--- src/rtl/shreg_pkg.sv ---
// Shared constants and state type for the 74194-style shift register sequencer.
package shreg_pkg;
    localparam logic [1:0] OP_LOAD   = 2'd0;
    localparam logic [1:0] OP_SHL    = 2'd1;
    localparam logic [1:0] OP_SHR    = 2'd2;
    localparam logic [1:0] OP_ROL    = 2'd3;

    localparam logic [1:0] MODE_HOLD = 2'd0;
    localparam logic [1:0] MODE_SHL  = 2'd1;
    localparam logic [1:0] MODE_SHR  = 2'd2;
    localparam logic [1:0] MODE_LOAD = 2'd3;

    typedef enum logic [1:0] {IDLE, RUN, DONE} state_t;
endpackage

--- src/rtl/shreg_sequencer_if.sv ---
// Command handshake and status bundle between a command source and shreg_sequencer.
interface shreg_sequencer_if #(
    parameter int LENGTH = 4,
    parameter int CNT_W  = 3
);
    logic              cmd_valid;
    logic              cmd_ready;
    logic [1:0]        cmd_op;
    logic [CNT_W-1:0]  cmd_count;
    logic [LENGTH-1:0] cmd_data;
    logic              cmd_fill;
    logic              busy;
    logic              done;

    modport master (output cmd_valid, cmd_op, cmd_count, cmd_data, cmd_fill,
                    input  cmd_ready, busy, done);
    modport slave  (input  cmd_valid, cmd_op, cmd_count, cmd_data, cmd_fill,
                    output cmd_ready, busy, done);
endinterface

--- src/rtl/shreg_sequencer.sv ---
// Drives S1/S0/P/DSR/DSL of a 74194-style register for one command at a time.
// Optional abort/aborted ports are enabled by defining SHREG_SEQ_ABORT_EN.
module shreg_sequencer
    import shreg_pkg::*;
#(
    parameter int LENGTH = 4,
    parameter int CNT_W  = 3
) (
    input  logic              CLOCK,
    input  logic              _MR,
    shreg_sequencer_if.slave  cmd,
    input  logic [LENGTH-1:0] Q_IN,
    output logic              S1,
    output logic              S0,
    output logic [LENGTH-1:0] P,
    output logic              DSR,
    output logic              DSL
`ifdef SHREG_SEQ_ABORT_EN
    ,
    input  logic              abort,
    output logic              aborted
`endif
);
    localparam int SEL_W = $clog2(LENGTH);

    state_t            state_q, state_n;
    logic [1:0]        mode_q, mode_n, op_q, op_n;
    logic [CNT_W-1:0]  cnt_q, cnt_n;
    logic [LENGTH-1:0] p_q, p_n;
    logic              dsr_q, dsr_n, dsl_q, dsl_n;
    logic              done_q, ready_q, busy_q;
    logic              abt_q, abt_n, abort_req;
    logic [SEL_W-1:0]  bit_sel;

`ifdef SHREG_SEQ_ABORT_EN
    assign abort_req = abort;
    assign aborted   = abt_q;
`else
    assign abort_req = 1'b0;
`endif

    // Rotate feeds DSR with the MSB the register will hold at the next edge:
    // Q[MSB] when the register is idle, Q[MSB-1] while it is already rotating.
    assign bit_sel = (state_q == IDLE) ? SEL_W'(LENGTH-1) : SEL_W'(LENGTH-2);

    always_comb begin
        state_n = state_q;
        mode_n  = MODE_HOLD;
        op_n    = op_q;
        cnt_n   = cnt_q;
        p_n     = p_q;
        dsr_n   = dsr_q;
        dsl_n   = dsl_q;
        abt_n   = 1'b0;
        case (state_q)
            IDLE: if (cmd.cmd_valid) begin
                op_n = cmd.cmd_op;
                if (cmd.cmd_op == OP_LOAD) begin
                    state_n = RUN;
                    mode_n  = MODE_LOAD;
                    p_n     = cmd.cmd_data;
                    cnt_n   = CNT_W'(1);
                end else if (cmd.cmd_count == '0) begin
                    state_n = DONE;
                end else begin
                    state_n = RUN;
                    cnt_n   = cmd.cmd_count;
                    mode_n  = (cmd.cmd_op == OP_SHR) ? MODE_SHR : MODE_SHL;
                    case (cmd.cmd_op)
                        OP_SHL:  dsr_n = cmd.cmd_fill;
                        OP_SHR:  dsl_n = cmd.cmd_fill;
                        default: dsr_n = Q_IN[bit_sel];
                    endcase
                end
            end
            RUN: begin
                if (cnt_q == CNT_W'(1) || abort_req) begin
                    state_n = DONE;
                    cnt_n   = '0;
                    abt_n   = abort_req;
                end else begin
                    cnt_n  = cnt_q - CNT_W'(1);
                    mode_n = mode_q;
                    if (op_q == OP_ROL) dsr_n = Q_IN[bit_sel];
                end
            end
            default: state_n = IDLE;
        endcase
    end

    always_ff @(posedge CLOCK or negedge _MR) begin
        if (!_MR) state_q <= IDLE;
        else      state_q <= state_n;
    end

    always_ff @(posedge CLOCK or negedge _MR) begin
        if (!_MR) begin
            mode_q  <= MODE_HOLD;
            op_q    <= OP_LOAD;
            cnt_q   <= '0;
            p_q     <= '0;
            dsr_q   <= 1'b0;
            dsl_q   <= 1'b0;
            done_q  <= 1'b0;
            ready_q <= 1'b1;
            busy_q  <= 1'b0;
            abt_q   <= 1'b0;
        end else begin
            mode_q  <= mode_n;
            op_q    <= op_n;
            cnt_q   <= cnt_n;
            p_q     <= p_n;
            dsr_q   <= dsr_n;
            dsl_q   <= dsl_n;
            done_q  <= (state_n == DONE);
            ready_q <= (state_n == IDLE);
            busy_q  <= (state_n != IDLE);
            abt_q   <= abt_n;
        end
    end

    assign {S1, S0}      = mode_q;
    assign P             = p_q;
    assign DSR           = dsr_q;
    assign DSL           = dsl_q;
    assign cmd.done      = done_q;
    assign cmd.cmd_ready = ready_q;
    assign cmd.busy      = busy_q;
endmodule

--- src/flat_wrapper.sv ---
// flat-port wrapper written by rule: the top's interface ports become plain ports
module shreg_sequencer_flat import shreg_pkg::*;
#(
    parameter int LENGTH = 4,
    parameter int CNT_W  = 3
)
  (CLOCK, _MR, Q_IN, S1, S0, P, DSR, DSL, cmd_cmd_valid, cmd_cmd_op, cmd_cmd_count, cmd_cmd_data, cmd_cmd_fill, cmd_cmd_ready, cmd_busy, cmd_done);
  shreg_sequencer_if #(.LENGTH(LENGTH), .CNT_W(CNT_W)) cmd_i ();
  input  logic CLOCK;
  input  logic _MR;
  input  logic [LENGTH-1:0] Q_IN;
  output logic S1;
  output logic S0;
  output logic [LENGTH-1:0] P;
  output logic DSR;
  output logic DSL;
  input wire logic [$bits(cmd_i.cmd_valid)-1:0] cmd_cmd_valid;
  input wire logic [$bits(cmd_i.cmd_op)-1:0] cmd_cmd_op;
  input wire logic [$bits(cmd_i.cmd_count)-1:0] cmd_cmd_count;
  input wire logic [$bits(cmd_i.cmd_data)-1:0] cmd_cmd_data;
  input wire logic [$bits(cmd_i.cmd_fill)-1:0] cmd_cmd_fill;
  output wire logic [$bits(cmd_i.cmd_ready)-1:0] cmd_cmd_ready;
  output wire logic [$bits(cmd_i.busy)-1:0] cmd_busy;
  output wire logic [$bits(cmd_i.done)-1:0] cmd_done;
  assign cmd_i.cmd_valid = cmd_cmd_valid;
  assign cmd_i.cmd_op = cmd_cmd_op;
  assign cmd_i.cmd_count = cmd_cmd_count;
  assign cmd_i.cmd_data = cmd_cmd_data;
  assign cmd_i.cmd_fill = cmd_cmd_fill;
  assign cmd_cmd_ready = cmd_i.cmd_ready;
  assign cmd_busy = cmd_i.busy;
  assign cmd_done = cmd_i.done;
  shreg_sequencer #(.LENGTH(LENGTH), .CNT_W(CNT_W)) u_core (.CLOCK(CLOCK), ._MR(_MR), .cmd(cmd_i), .Q_IN(Q_IN), .S1(S1), .S0(S0), .P(P), .DSR(DSR), .DSL(DSL));
endmodule
--- config.mk ---
export PLATFORM = sky130hd
export DESIGN_NAME = shreg_sequencer_flat
export DESIGN_NICKNAME = d
export VERILOG_FILES = /design/src/rtl/shreg_pkg.sv /design/src/rtl/shreg_sequencer_if.sv /design/src/rtl/shreg_sequencer.sv /design/src/flat_wrapper.sv
export SDC_FILE = /design/constraint.sdc
export NUM_CORES = 1
export LEC_CHECK = 0
export ABC_AREA = 1
export CORE_AREA = 2 2 53 55
export DETAILED_ROUTE_END_ITERATION = 16
export DIE_AREA = 0 0 55 57
export HOLD_SLACK_MARGIN = 0.02
export PLACE_DENSITY = 0.75
export RECOVER_POWER = 50
export SLEW_MARGIN = 25
export SYNTH_ARGS = -nofsm -noshare
export SYNTH_HDL_FRONTEND = slang
export SYNTH_SLANG_ARGS = --single-unit
--- constraint.sdc ---
create_clock -name CLOCK -period 2.7 [get_ports CLOCK]
set_input_delay 0.54 -clock CLOCK [delete_from_list [all_inputs] [get_ports CLOCK]]
set_output_delay 0.54 -clock CLOCK [all_outputs]
set_load 0.005 [all_outputs]
==> impl_results.html, run 1 <==
<table>
<tr><th>Metric</th><th>Value</th></tr>
<tr><th colspan="2">Outcome</th></tr>
<tr><td>Status</td><td>finished clean</td></tr>
<tr><th colspan="2">Timing</th></tr>
<tr><td>Setup TNS after final layout</td><td>0 ns</td></tr>
<tr><td>Post-layout min period</td><td>roughly 1.9 ns</td></tr>
<tr><td>Setup clock skew after layout</td><td>between 0.0015 and 0.002 ns</td></tr>
<tr><td>Setup violators final</td><td>0</td></tr>
<tr><td>Maximum frequency from static timing analysis</td><td>540 MHz</td></tr>
<tr><td>Endpoints failing hold</td><td>0</td></tr>
<tr><td>Final max-slew violation count</td><td>0</td></tr>
<tr><td>Worst setup margin</td><td>roughly 0.85 ns</td></tr>
<tr><td>Slew Limit Headroom</td><td>between 40% and 50%</td></tr>
<tr><td>Fin crit share</td><td>68.6%</td></tr>
<tr><td>Actual transition at the worst max-transition pin</td><td>between 0.7 and 0.8 ns</td></tr>
<tr><td>Setup repair after global routing missed its margin</td><td>false</td></tr>
<tr><th colspan="2">Finish</th></tr>
<tr><td>Footprint of the multi-input gates</td><td>between 400 and 500 um2</td></tr>
<tr><td>FILL cells</td><td>about 270</td></tr>
<tr><td>Final core utilization</td><td>between 40% and 50%</td></tr>
<tr><td>Count of inserted antenna diode cells</td><td>0</td></tr>
<tr><td>NumNets Final</td><td>approximately 170</td></tr>
<tr><td>Layout Area Growth over Synthesis</td><td>33.9%</td></tr>
<tr><td>Layout cell share with drive strength beyond 1</td><td>a little over an eighth</td></tr>
<tr><td>Register cell area after layout</td><td>~450 um2</td></tr>
<tr><td>Design area</td><td>1250 um2</td></tr>
<tr><th colspan="2">Detailed routing</th></tr>
<tr><td>Number of optimization iterations in the first detailed-route pass</td><td>4</td></tr>
<tr><td>Final wirelength</td><td>between 1500 and 2000 um</td></tr>
<tr><td>Vias/cell</td><td>4.68</td></tr>
<tr><td>Via Count</td><td>approximately 800</td></tr>
<tr><td>Routed wire per std cell</td><td>11.2 um</td></tr>
<tr><td>Antenna-violating nets left</td><td>0</td></tr>
<tr><td>Number of violations reported at the end of detailed-routing iteration 0</td><td>17</td></tr>
<tr><td>DRC violation count after routing</td><td>0</td></tr>
<tr><th colspan="2">Synthesis</th></tr>
<tr><td>FF+latch count, synth</td><td>18</td></tr>
<tr><td>Count of flip-flops with a built-in enable after synthesis</td><td>0</td></tr>
<tr><td>Synthesized instance count</td><td>116</td></tr>
<tr><td>Library cell occupying the most area in the post-synthesis netlist</td><td>sky130_fd_sc_hd__dfrtp_1</td></tr>
<tr><td>Yosys warning count</td><td>0</td></tr>
<tr><td>Leading post-synthesis cells by cell area</td><td>sky130_fd_sc_hd__dfrtp_1, sky130_fd_sc_hd__nand2_1, sky130_fd_sc_hd__nand3_1</td></tr>
<tr><td>Top_reg_cell synth</td><td>sky130_fd_sc_hd__dfrtp_1</td></tr>
<tr><td>Syn avg cell area</td><td>roughly 8 um2</td></tr>
<tr><td>Sequential share of the synthesized area</td><td>48.2%</td></tr>
<tr><td>Most common library cells after synthesis</td><td>sky130_fd_sc_hd__nand2_1, sky130_fd_sc_hd__dfrtp_1, sky130_fd_sc_hd__inv_1, sky130_fd_sc_hd__nand3_1, sky130_fd_sc_hd__nor2_1</td></tr>
<tr><td>Asr flop ratio synth</td><td>100%</td></tr>
<tr><td>Portion of synthesized cell area occupied by the leading cell type</td><td>45.4%</td></tr>
<tr><td>Distinct cells, synth</td><td>20</td></tr>
<tr><td>Total nets after synthesis</td><td>approximately 140</td></tr>
<tr><td>Count leader, synth</td><td>sky130_fd_sc_hd__nand2_1</td></tr>
<tr><td>Cell area after technology mapping</td><td>between 900 and 1000 um2</td></tr>
<tr><th colspan="2">GRT</th></tr>
<tr><td>Wire length of the first global-routing pass</td><td>between 3000 and 4000 um</td></tr>
<tr><td>Number of antenna violations at the first check in global routing</td><td>0</td></tr>
<tr><td>Aggregate global routing overflow</td><td>0</td></tr>
<tr><td>Number of global-route vias before repair</td><td>813</td></tr>
<tr><td>Maximum number of pins on one net before global-route repair</td><td>19</td></tr>
<tr><td>Tot GR Track Use</td><td>14.7%</td></tr>
<tr><th colspan="2">Worst setup path</th></tr>
<tr><td>Number of buffer and inverter instances along the worst setup path</td><td>1</td></tr>
<tr><td>Data arrival time of the critical path</td><td>1.31 ns</td></tr>
<tr><td>Crit-path max cell delay</td><td>roughly 0.53 ns</td></tr>
<tr><td>Crit path cell chain</td><td>clkdlybuf4s50_1</td></tr>
<tr><td>WP data required</td><td>between 2 and 2.5 ns</td></tr>
<tr><td>Worst Setup Start Kind</td><td>register</td></tr>
<tr><td>Kind of cell adding the most delay to the critical path</td><td>flip-flops</td></tr>
<tr><td>WS Path Type</td><td>reg2out</td></tr>
<tr><td>Highest fanout seen on the critical path</td><td>1</td></tr>
<tr><td>Worst-path cell with the longest stage delay</td><td>sky130_fd_sc_hd__dfstp_2</td></tr>
<tr><td>Kind of end point of the critical path</td><td>output pin</td></tr>
<tr><th colspan="2">Hold path</th></tr>
<tr><td>Min-delay worst type</td><td>reg2reg</td></tr>
<tr><th colspan="2">Floorplan</th></tr>
<tr><td>Starting utilization of the core area</td><td>a little over a third</td></tr>
<tr><td>Count of boundary I/O pins</td><td>28</td></tr>
<tr><td>Area of the core</td><td>roughly 2600 um2</td></tr>
<tr><td>Die boundary height</td><td>approximately 57 um</td></tr>
<tr><td>Width of the die</td><td>between 50 and 60 um</td></tr>
<tr><td>Site Rows</td><td>19</td></tr>
<tr><td>Die Outline Area</td><td>3140 um2</td></tr>
<tr><th colspan="2">Placed design</th></tr>
<tr><td>Place WS</td><td>approximately 0.79 ns</td></tr>
<tr><td>Routability cong.</td><td>around 0.84</td></tr>
<tr><td>Detail Placement HPWL</td><td>about 1600 um</td></tr>
<tr><td># port buffers</td><td>25</td></tr>
<tr><td>Post-Place Cell Area</td><td>around 1200 um2</td></tr>
<tr><th colspan="2">CTS</th></tr>
<tr><td>Library cell used as clock root buffer</td><td>sky130_fd_sc_hd__clkbuf_4</td></tr>
<tr><td>Number of H-tree levels</td><td>1</td></tr>
<tr><td>Clk pin slew, worst setup/hold paths</td><td>around 0.1 ns</td></tr>
<tr><td>Post-CTS Resized</td><td>0</td></tr>
<tr><td>Max Buffers Root-to-Sink</td><td>2</td></tr>
<tr><td>Hold Buf Count CTS</td><td>0</td></tr>
<tr><td>Latest clock arrival within the worst-skew pair</td><td>roughly 0.30 ns</td></tr>
<tr><td>Clock tree from TritonCTS</td><td>built</td></tr>
<tr><td>Setup repair bufs after CTS</td><td>0</td></tr>
<tr><td>CTS buffer count</td><td>3</td></tr>
<tr><td>Number of clock sinks</td><td>18</td></tr>
<tr><th colspan="2">Pwr</th></tr>
<tr><td>Power density of the placed cells</td><td>about 1000 nW/um2</td></tr>
<tr><td>Total internal power</td><td>0.778 mW</td></tr>
<tr><td>Logic gate share of total power</td><td>around half</td></tr>
<tr><td>Switching power</td><td>just under 0.5 mW</td></tr>
<tr><td>Leakage</td><td>just over 0.6 nW</td></tr>
<tr><td>Sequential cell fraction of total power</td><td>between 30 and 40%</td></tr>
<tr><td>Clock share of power</td><td>around an eighth</td></tr>
<tr><td>Overall power after layout</td><td>approximately 1.3 mW</td></tr>
<tr><td>Fraction of power spent switching nets</td><td>38.2%</td></tr>
<tr><td>Largest voltage drop on the vdd net</td><td>around 0.53 mV</td></tr>
<tr><th colspan="2">Job</th></tr>
<tr><td>Max cap viols</td><td>0</td></tr>
</table>
[registers in the layout (all words and copies together), names as in the netlist]
register,flops
u_core.P,4
u_core.cmd.cmd_ready,1
u_core.op_q,2
u_core.mode_q,2
u_core.cmd.busy,1
u_core.cnt_q,3
u_core.cmd.done,1
u_core.DSR,1
u_core.DSL,1
u_core.state_q,2
[logic make-up (layout without fill, tap and decap cells)]
logic type               after synthesis  count (layout)  synth area share, %
AND/OR/NAND/NOR                       64              64                 33.2
XOR/XNOR                               1               1                0.935
AO/OA/AOI/OAI                         14              14                 8.14
buffers and inverters                 17              46                 6.81
flip-flops                            18              18                 48.2
adder cells (fa/ha/maj)                2               2                 2.67
[final timing paths]
kind	slack, ns	end	cells past startpoint	start
min	0.48	u_core.P[3]$_DFFE_PN0P_	2	u_core.P[3]$_DFFE_PN0P_
min in group asynchronous	0.75	u_core.DSL$_DFFE_PN0P_	1	_MR
min reg2reg	0.48	u_core.P[3]$_DFFE_PN0P_	2	u_core.P[3]$_DFFE_PN0P_
max reg2reg	1.33	u_core.P[2]$_DFFE_PN0P_	6	u_core.state_q[1]$_DFF_PN0_
max	0.85	cmd_cmd_ready	1	u_core.cmd.cmd_ready$_DFF_PN1_
max in group asynchronous	1.47	u_core.cmd.done$_DFF_PN0_	1	_MR
[final cells by class]
cell class                      instances  share of cell area, %
Tap cell                               31                   3.09
Sequential cell                        18                   36.0
Clock buffer                            4                   2.89
Multi-Input combinational cell         81                   33.0
Timing Repair Buffer                   25                   19.9
Inverter                               17                   5.08
[placed cells by master (no fill, tap or decap)]
cell type and n:
sky130_fd_sc_hd__o21ai_1 5, sky130_fd_sc_hd__inv_1 14, sky130_fd_sc_hd__clkbuf_4 3, sky130_fd_sc_hd__o21ai_2 1, sky130_fd_sc_hd__inv_2 3, sky130_fd_sc_hd__nor2_1 9
sky130_fd_sc_hd__o21ai_0 3, sky130_fd_sc_hd__dfstp_2 1, sky130_fd_sc_hd__o22ai_1 2, sky130_fd_sc_hd__nor2_4 1, sky130_fd_sc_hd__xnor2_1 1, sky130_fd_sc_hd__nand3_4 1
sky130_fd_sc_hd__dlygate4sd3_1 3, sky130_fd_sc_hd__nand2_4 1, sky130_fd_sc_hd__clkbuf_8 1, sky130_fd_sc_hd__dfrtp_1 17, sky130_fd_sc_hd__a21oi_1 3, sky130_fd_sc_hd__nand2_2 4
sky130_fd_sc_hd__clkdlybuf4s50_1 22, sky130_fd_sc_hd__nor2_2 2, sky130_fd_sc_hd__nand2_1 34, sky130_fd_sc_hd__nand3_1 11, sky130_fd_sc_hd__ha_1 2, sky130_fd_sc_hd__nand3_2 1
[power by group through the flow]
stage	sequential, mW	clock (mW)	combinational [mW]
6_report	0.476	0.168	0.614
4_1_cts	0.477	0.175	0.631
2_1_floorplan	0.484	0	0.354
5_1_grt	0.488	0.186	0.698
3_5_place_dp	0.482	0	0.629
3_3_place_gp	0.478	0	0.597
[per-stage QoR]
stage | std cells | hold WS, ns
after floorplan | 116 | 0.244
after global placement | 172 | 0.453
after detailed placement | 172 | 0.460
after CTS | 176 | 0.483
after global routing | 176 | 0.516
final | 176 | 0.479
[layer usage]
| metal | GRT usage, % | part of all wire (%) | vias up |
|---|---|---|---|
| met5 | 0 | 0 | - |
| met4 | 9.06 | 2.6 | 0 |
| met3 | 4.19 | 7.5 | 5 |
| met2 | 23.5 | 49 | 31 |
| met1 | 16.7 | 40 | 368 |
| li1 | - | - | 420 |
Note: power is estimated with default switching activity, not from simulation.
==> run 2: changes to the inputs <==
--- a/config.mk
+++ b/config.mk
@@ -10,7 +10,7 @@
 export DETAILED_ROUTE_END_ITERATION = 16
 export DIE_AREA = 0 0 55 57
 export HOLD_SLACK_MARGIN = 0.02
-export PLACE_DENSITY = 0.75
+export PLACE_DENSITY = 0.77
 export RECOVER_POWER = 50
 export SLEW_MARGIN = 25
 export SYNTH_ARGS = -nofsm -noshare
==> constraint.sdc (replaced) <==
create_clock -name CLOCK -period 1.6 [get_ports CLOCK]
set_input_delay 0.32 -clock CLOCK [delete_from_list [all_inputs] [get_ports CLOCK]]
set_output_delay 0.32 -clock CLOCK [all_outputs]
set_load 0.005 [all_outputs]
==> run 2 against run 1 <==
Effect of this change: worst setup slack worse by 0.73 ns; highest routed layer unchanged; register-to-register slack lost 1.1 ns; clock skew hardly changed; wire length decreased by 0.71%; sequential cell count did not move; die area is the same; largest cell class unchanged; clock power up 67%; combinational power increased by 66%.
==> impl_results.html, run 2 (synthesis results as in run 1) <==
<table>
<tr><th>Metric</th><th>Value</th></tr>
<tr><th colspan="2">Worst setup path</th></tr>
<tr><td>WP data required</td><td>between 1 and 1.5 ns</td></tr>
<tr><td>Count of cells along the worst register-to-register path</td><td>6</td></tr>
<tr><td>Worst Setup Start Kind</td><td>register</td></tr>
<tr><td>Kind of end point of the critical path</td><td>output pin</td></tr>
<tr><td>Number of buffer and inverter instances along the worst setup path</td><td>1</td></tr>
<tr><td>Crit-path max cell delay</td><td>~0.51 ns</td></tr>
<tr><td>Worst-path cell with the longest stage delay</td><td>sky130_fd_sc_hd__clkdlybuf4s50_1</td></tr>
<tr><td>Kind of cell adding the most delay to the critical path</td><td>buffers and inverters</td></tr>
<tr><td>Highest fanout seen on the critical path</td><td>2</td></tr>
<tr><td>Count of cell instances traversed by the critical path</td><td>1</td></tr>
<tr><td>Crit path cell chain</td><td>clkdlybuf4s50_1</td></tr>
<tr><td>Data arrival time of the critical path</td><td>approximately 1.2 ns</td></tr>
<tr><td>WS Path Type</td><td>reg2out</td></tr>
<tr><th colspan="2">Finish</th></tr>
<tr><td>Layout Area Growth over Synthesis</td><td>37.5%</td></tr>
<tr><td>Most common library cell in the layout ignoring fill and taps</td><td>sky130_fd_sc_hd__nand2_1</td></tr>
<tr><td>FILL cells</td><td>256</td></tr>
<tr><td>Flip-flop count of the largest register, all copies and words added</td><td>4</td></tr>
<tr><td>Most frequent cells in the layout</td><td>sky130_fd_sc_hd__nand2_1, sky130_fd_sc_hd__clkdlybuf4s50_1, sky130_fd_sc_hd__dfrtp_1</td></tr>
<tr><td>Count of inserted antenna diode cells</td><td>0</td></tr>
<tr><td>Final cell count without fillers</td><td>between 150 and 200</td></tr>
<tr><td>NumNets Final</td><td>170</td></tr>
<tr><td>Layout cell share with drive strength beyond 1</td><td>around 15%</td></tr>
<tr><td>Final core utilization</td><td>49.3%</td></tr>
<tr><th colspan="2">Timing</th></tr>
<tr><td>Final max-slew violation count</td><td>0</td></tr>
<tr><td>Endpoints failing hold</td><td>0</td></tr>
<tr><td>Slew Limit Headroom</td><td>between 30 and 40%</td></tr>
<tr><td>Setup violators final</td><td>0</td></tr>
<tr><td>Setup clock skew after layout</td><td>approximately 0.0017 ns</td></tr>
<tr><td>Maximum frequency from static timing analysis</td><td>677 MHz</td></tr>
<tr><td>Fin Hold WS</td><td>0.481 ns</td></tr>
<tr><td>Setup repair after global routing missed its margin</td><td>false</td></tr>
<tr><td>Setup TNS after final layout</td><td>0 ns</td></tr>
<tr><td>Actual transition at the worst max-transition pin</td><td>about 1 ns</td></tr>
<tr><td>Fin crit share</td><td>between 90 and 100%</td></tr>
<tr><td>Post-layout min period</td><td>roughly 1.5 ns</td></tr>
<tr><th colspan="2">Pwr</th></tr>
<tr><td>Leakage</td><td>about 0.65 nW</td></tr>
<tr><td>Switching power</td><td>a little under 0.8 mW</td></tr>
<tr><td>Sequential cell fraction of total power</td><td>about two fifths</td></tr>
<tr><td>Logic gate share of total power</td><td>about 49%</td></tr>
<tr><td>Power density of the placed cells</td><td>approximately 1600 nW/um2</td></tr>
<tr><td>Fraction of power spent switching nets</td><td>between 30% and 40%</td></tr>
<tr><td>Clock share of power</td><td>between 10% and 20%</td></tr>
<tr><td>Total internal power</td><td>approximately 1.3 mW</td></tr>
<tr><td>Largest voltage drop on the vdd net</td><td>roughly 0.8 mV</td></tr>
<tr><th colspan="2">Floorplan</th></tr>
<tr><td>Area of the core</td><td>~2600 um2</td></tr>
<tr><td>Die boundary height</td><td>57 um</td></tr>
<tr><td>Site Rows</td><td>19</td></tr>
<tr><td>Starting utilization of the core area</td><td>between 30% and 40%</td></tr>
<tr><td>Count of boundary I/O pins</td><td>28</td></tr>
<tr><td>Die Outline Area</td><td>3140 um2</td></tr>
<tr><td>Width of the die</td><td>~55 um</td></tr>
<tr><th colspan="2">CTS</th></tr>
<tr><td>CTS buffer count</td><td>3</td></tr>
<tr><td>Clock tree from TritonCTS</td><td>built</td></tr>
<tr><td>Hold Buf Count CTS</td><td>0</td></tr>
<tr><td>Clk pin slew, worst setup/hold paths</td><td>0.10 ns</td></tr>
<tr><td>Post-CTS Resized</td><td>1</td></tr>
<tr><td>Library cell used as clock root buffer</td><td>sky130_fd_sc_hd__clkbuf_4</td></tr>
<tr><td>Number of H-tree levels</td><td>1</td></tr>
<tr><td>Latest clock arrival within the worst-skew pair</td><td>slightly below 0.3 ns</td></tr>
<tr><td>Setup repair bufs after CTS</td><td>0</td></tr>
<tr><td>Number of clock sinks</td><td>18</td></tr>
<tr><td>Max Buffers Root-to-Sink</td><td>2</td></tr>
<tr><th colspan="2">GRT</th></tr>
<tr><td>Maximum number of pins on one net before global-route repair</td><td>19</td></tr>
<tr><td>Number of antenna violations at the first check in global routing</td><td>0</td></tr>
<tr><td>Tot GR Track Use</td><td>around 14%</td></tr>
<tr><td>Wire length of the first global-routing pass</td><td>around 3400 um</td></tr>
<tr><td>Number of global-route vias before repair</td><td>approximately 870</td></tr>
<tr><td>Aggregate global routing overflow</td><td>0</td></tr>
<tr><th colspan="2">Placed design</th></tr>
<tr><td>Detail Placement HPWL</td><td>~1600 um</td></tr>
<tr><td># port buffers</td><td>25</td></tr>
<tr><td>Cell total after placement</td><td>~180</td></tr>
<tr><td>Routability cong.</td><td>~0.84</td></tr>
<tr><th colspan="2">Detailed routing</th></tr>
<tr><td>DRC violation count after routing</td><td>0</td></tr>
<tr><td>Final wirelength</td><td>1960 um</td></tr>
<tr><td>Via Count</td><td>a little under 900</td></tr>
<tr><td>Vias/cell</td><td>about 4.8</td></tr>
<tr><td>Routed wire per std cell</td><td>around 11 um</td></tr>
<tr><td>Number of violations reported at the end of detailed-routing iteration 0</td><td>20</td></tr>
<tr><td>Antenna-violating nets left</td><td>0</td></tr>
<tr><td>Number of optimization iterations in the first detailed-route pass</td><td>4</td></tr>
<tr><th colspan="2">Hold path</th></tr>
<tr><td>Min-delay worst type</td><td>reg2reg</td></tr>
<tr><td>Worst hold path depth</td><td>2</td></tr>
<tr><th colspan="2">Outcome</th></tr>
<tr><td>Status</td><td>finished clean</td></tr>
<tr><th colspan="2">Job</th></tr>
<tr><td>Max cap viols</td><td>0</td></tr>
</table>
-- run 2: path summary, 6_finish.rpt --
kind | from | endpoint | slack [ns]
max in group asynchronous | _MR | u_core.DSL$_DFFE_PN0P_ | 0.30
worst min register to register | u_core.P[1]$_DFFE_PN0P_ | u_core.P[1]$_DFFE_PN0P_ | 0.48
worst min-delay path | u_core.P[1]$_DFFE_PN0P_ | u_core.P[1]$_DFFE_PN0P_ | 0.48
worst max-delay path | u_core.P[0]$_DFFE_PN0P_ | P[0] | 0.12
min in group asynchronous | _MR | u_core.cmd.busy$_DFF_PN0_ | 0.70
worst max register to register | u_core.state_q[1]$_DFF_PN0_ | u_core.P[2]$_DFFE_PN0P_ | 0.26
-- run 2: per-stage QoR --
| stage | power (mW) | worst slack [ns] | cell area, um2 |
|---|---|---|---|
| 3_3_place_gp | 1.82 | 0.0962 | 1260 |
| 2_1_floorplan | 1.41 | 0.483 | 937 |
| 4_1_cts | 2.14 | 0.107 | 1300 |
| 6_report | 2.10 | 0.123 | 1290 |
| 3_5_place_dp | 1.86 | 0.0510 | 1260 |
| 5_1_grt | 2.31 | 0.0583 | 1290 |
-- run 2: metal layers --
layer	global-route usage, %	part of all wire, %	vias up
met5	0	0	-
met1	17.2	43	399
li1	-	-	432
met3	2.62	6.4	6
met4	5.23	2.2	0
met2	24.1	48	28
-- run 2: power by group through the flow --
stage / clock network, mW / logic, mW / registers [mW]
floorplan: 0 / 0.598 / 0.817
global placement: 0 / 1.01 / 0.805
detailed placement: 0 / 1.04 / 0.820
CTS: 0.288 / 1.04 / 0.810
global route: 0.305 / 1.18 / 0.824
finish: 0.280 / 1.02 / 0.802
-- run 2: layout make-up --
cell class              count  area [um2]  share of cell area [%]
repair buffers             30         279                    21.7
clock buffers               4        36.3                    2.82
multi-input cells          81         419                    32.5
inverters                  17        63.8                    4.95
well taps                  31        38.8                    3.01
flip-flops and latches     18         452                    35.0
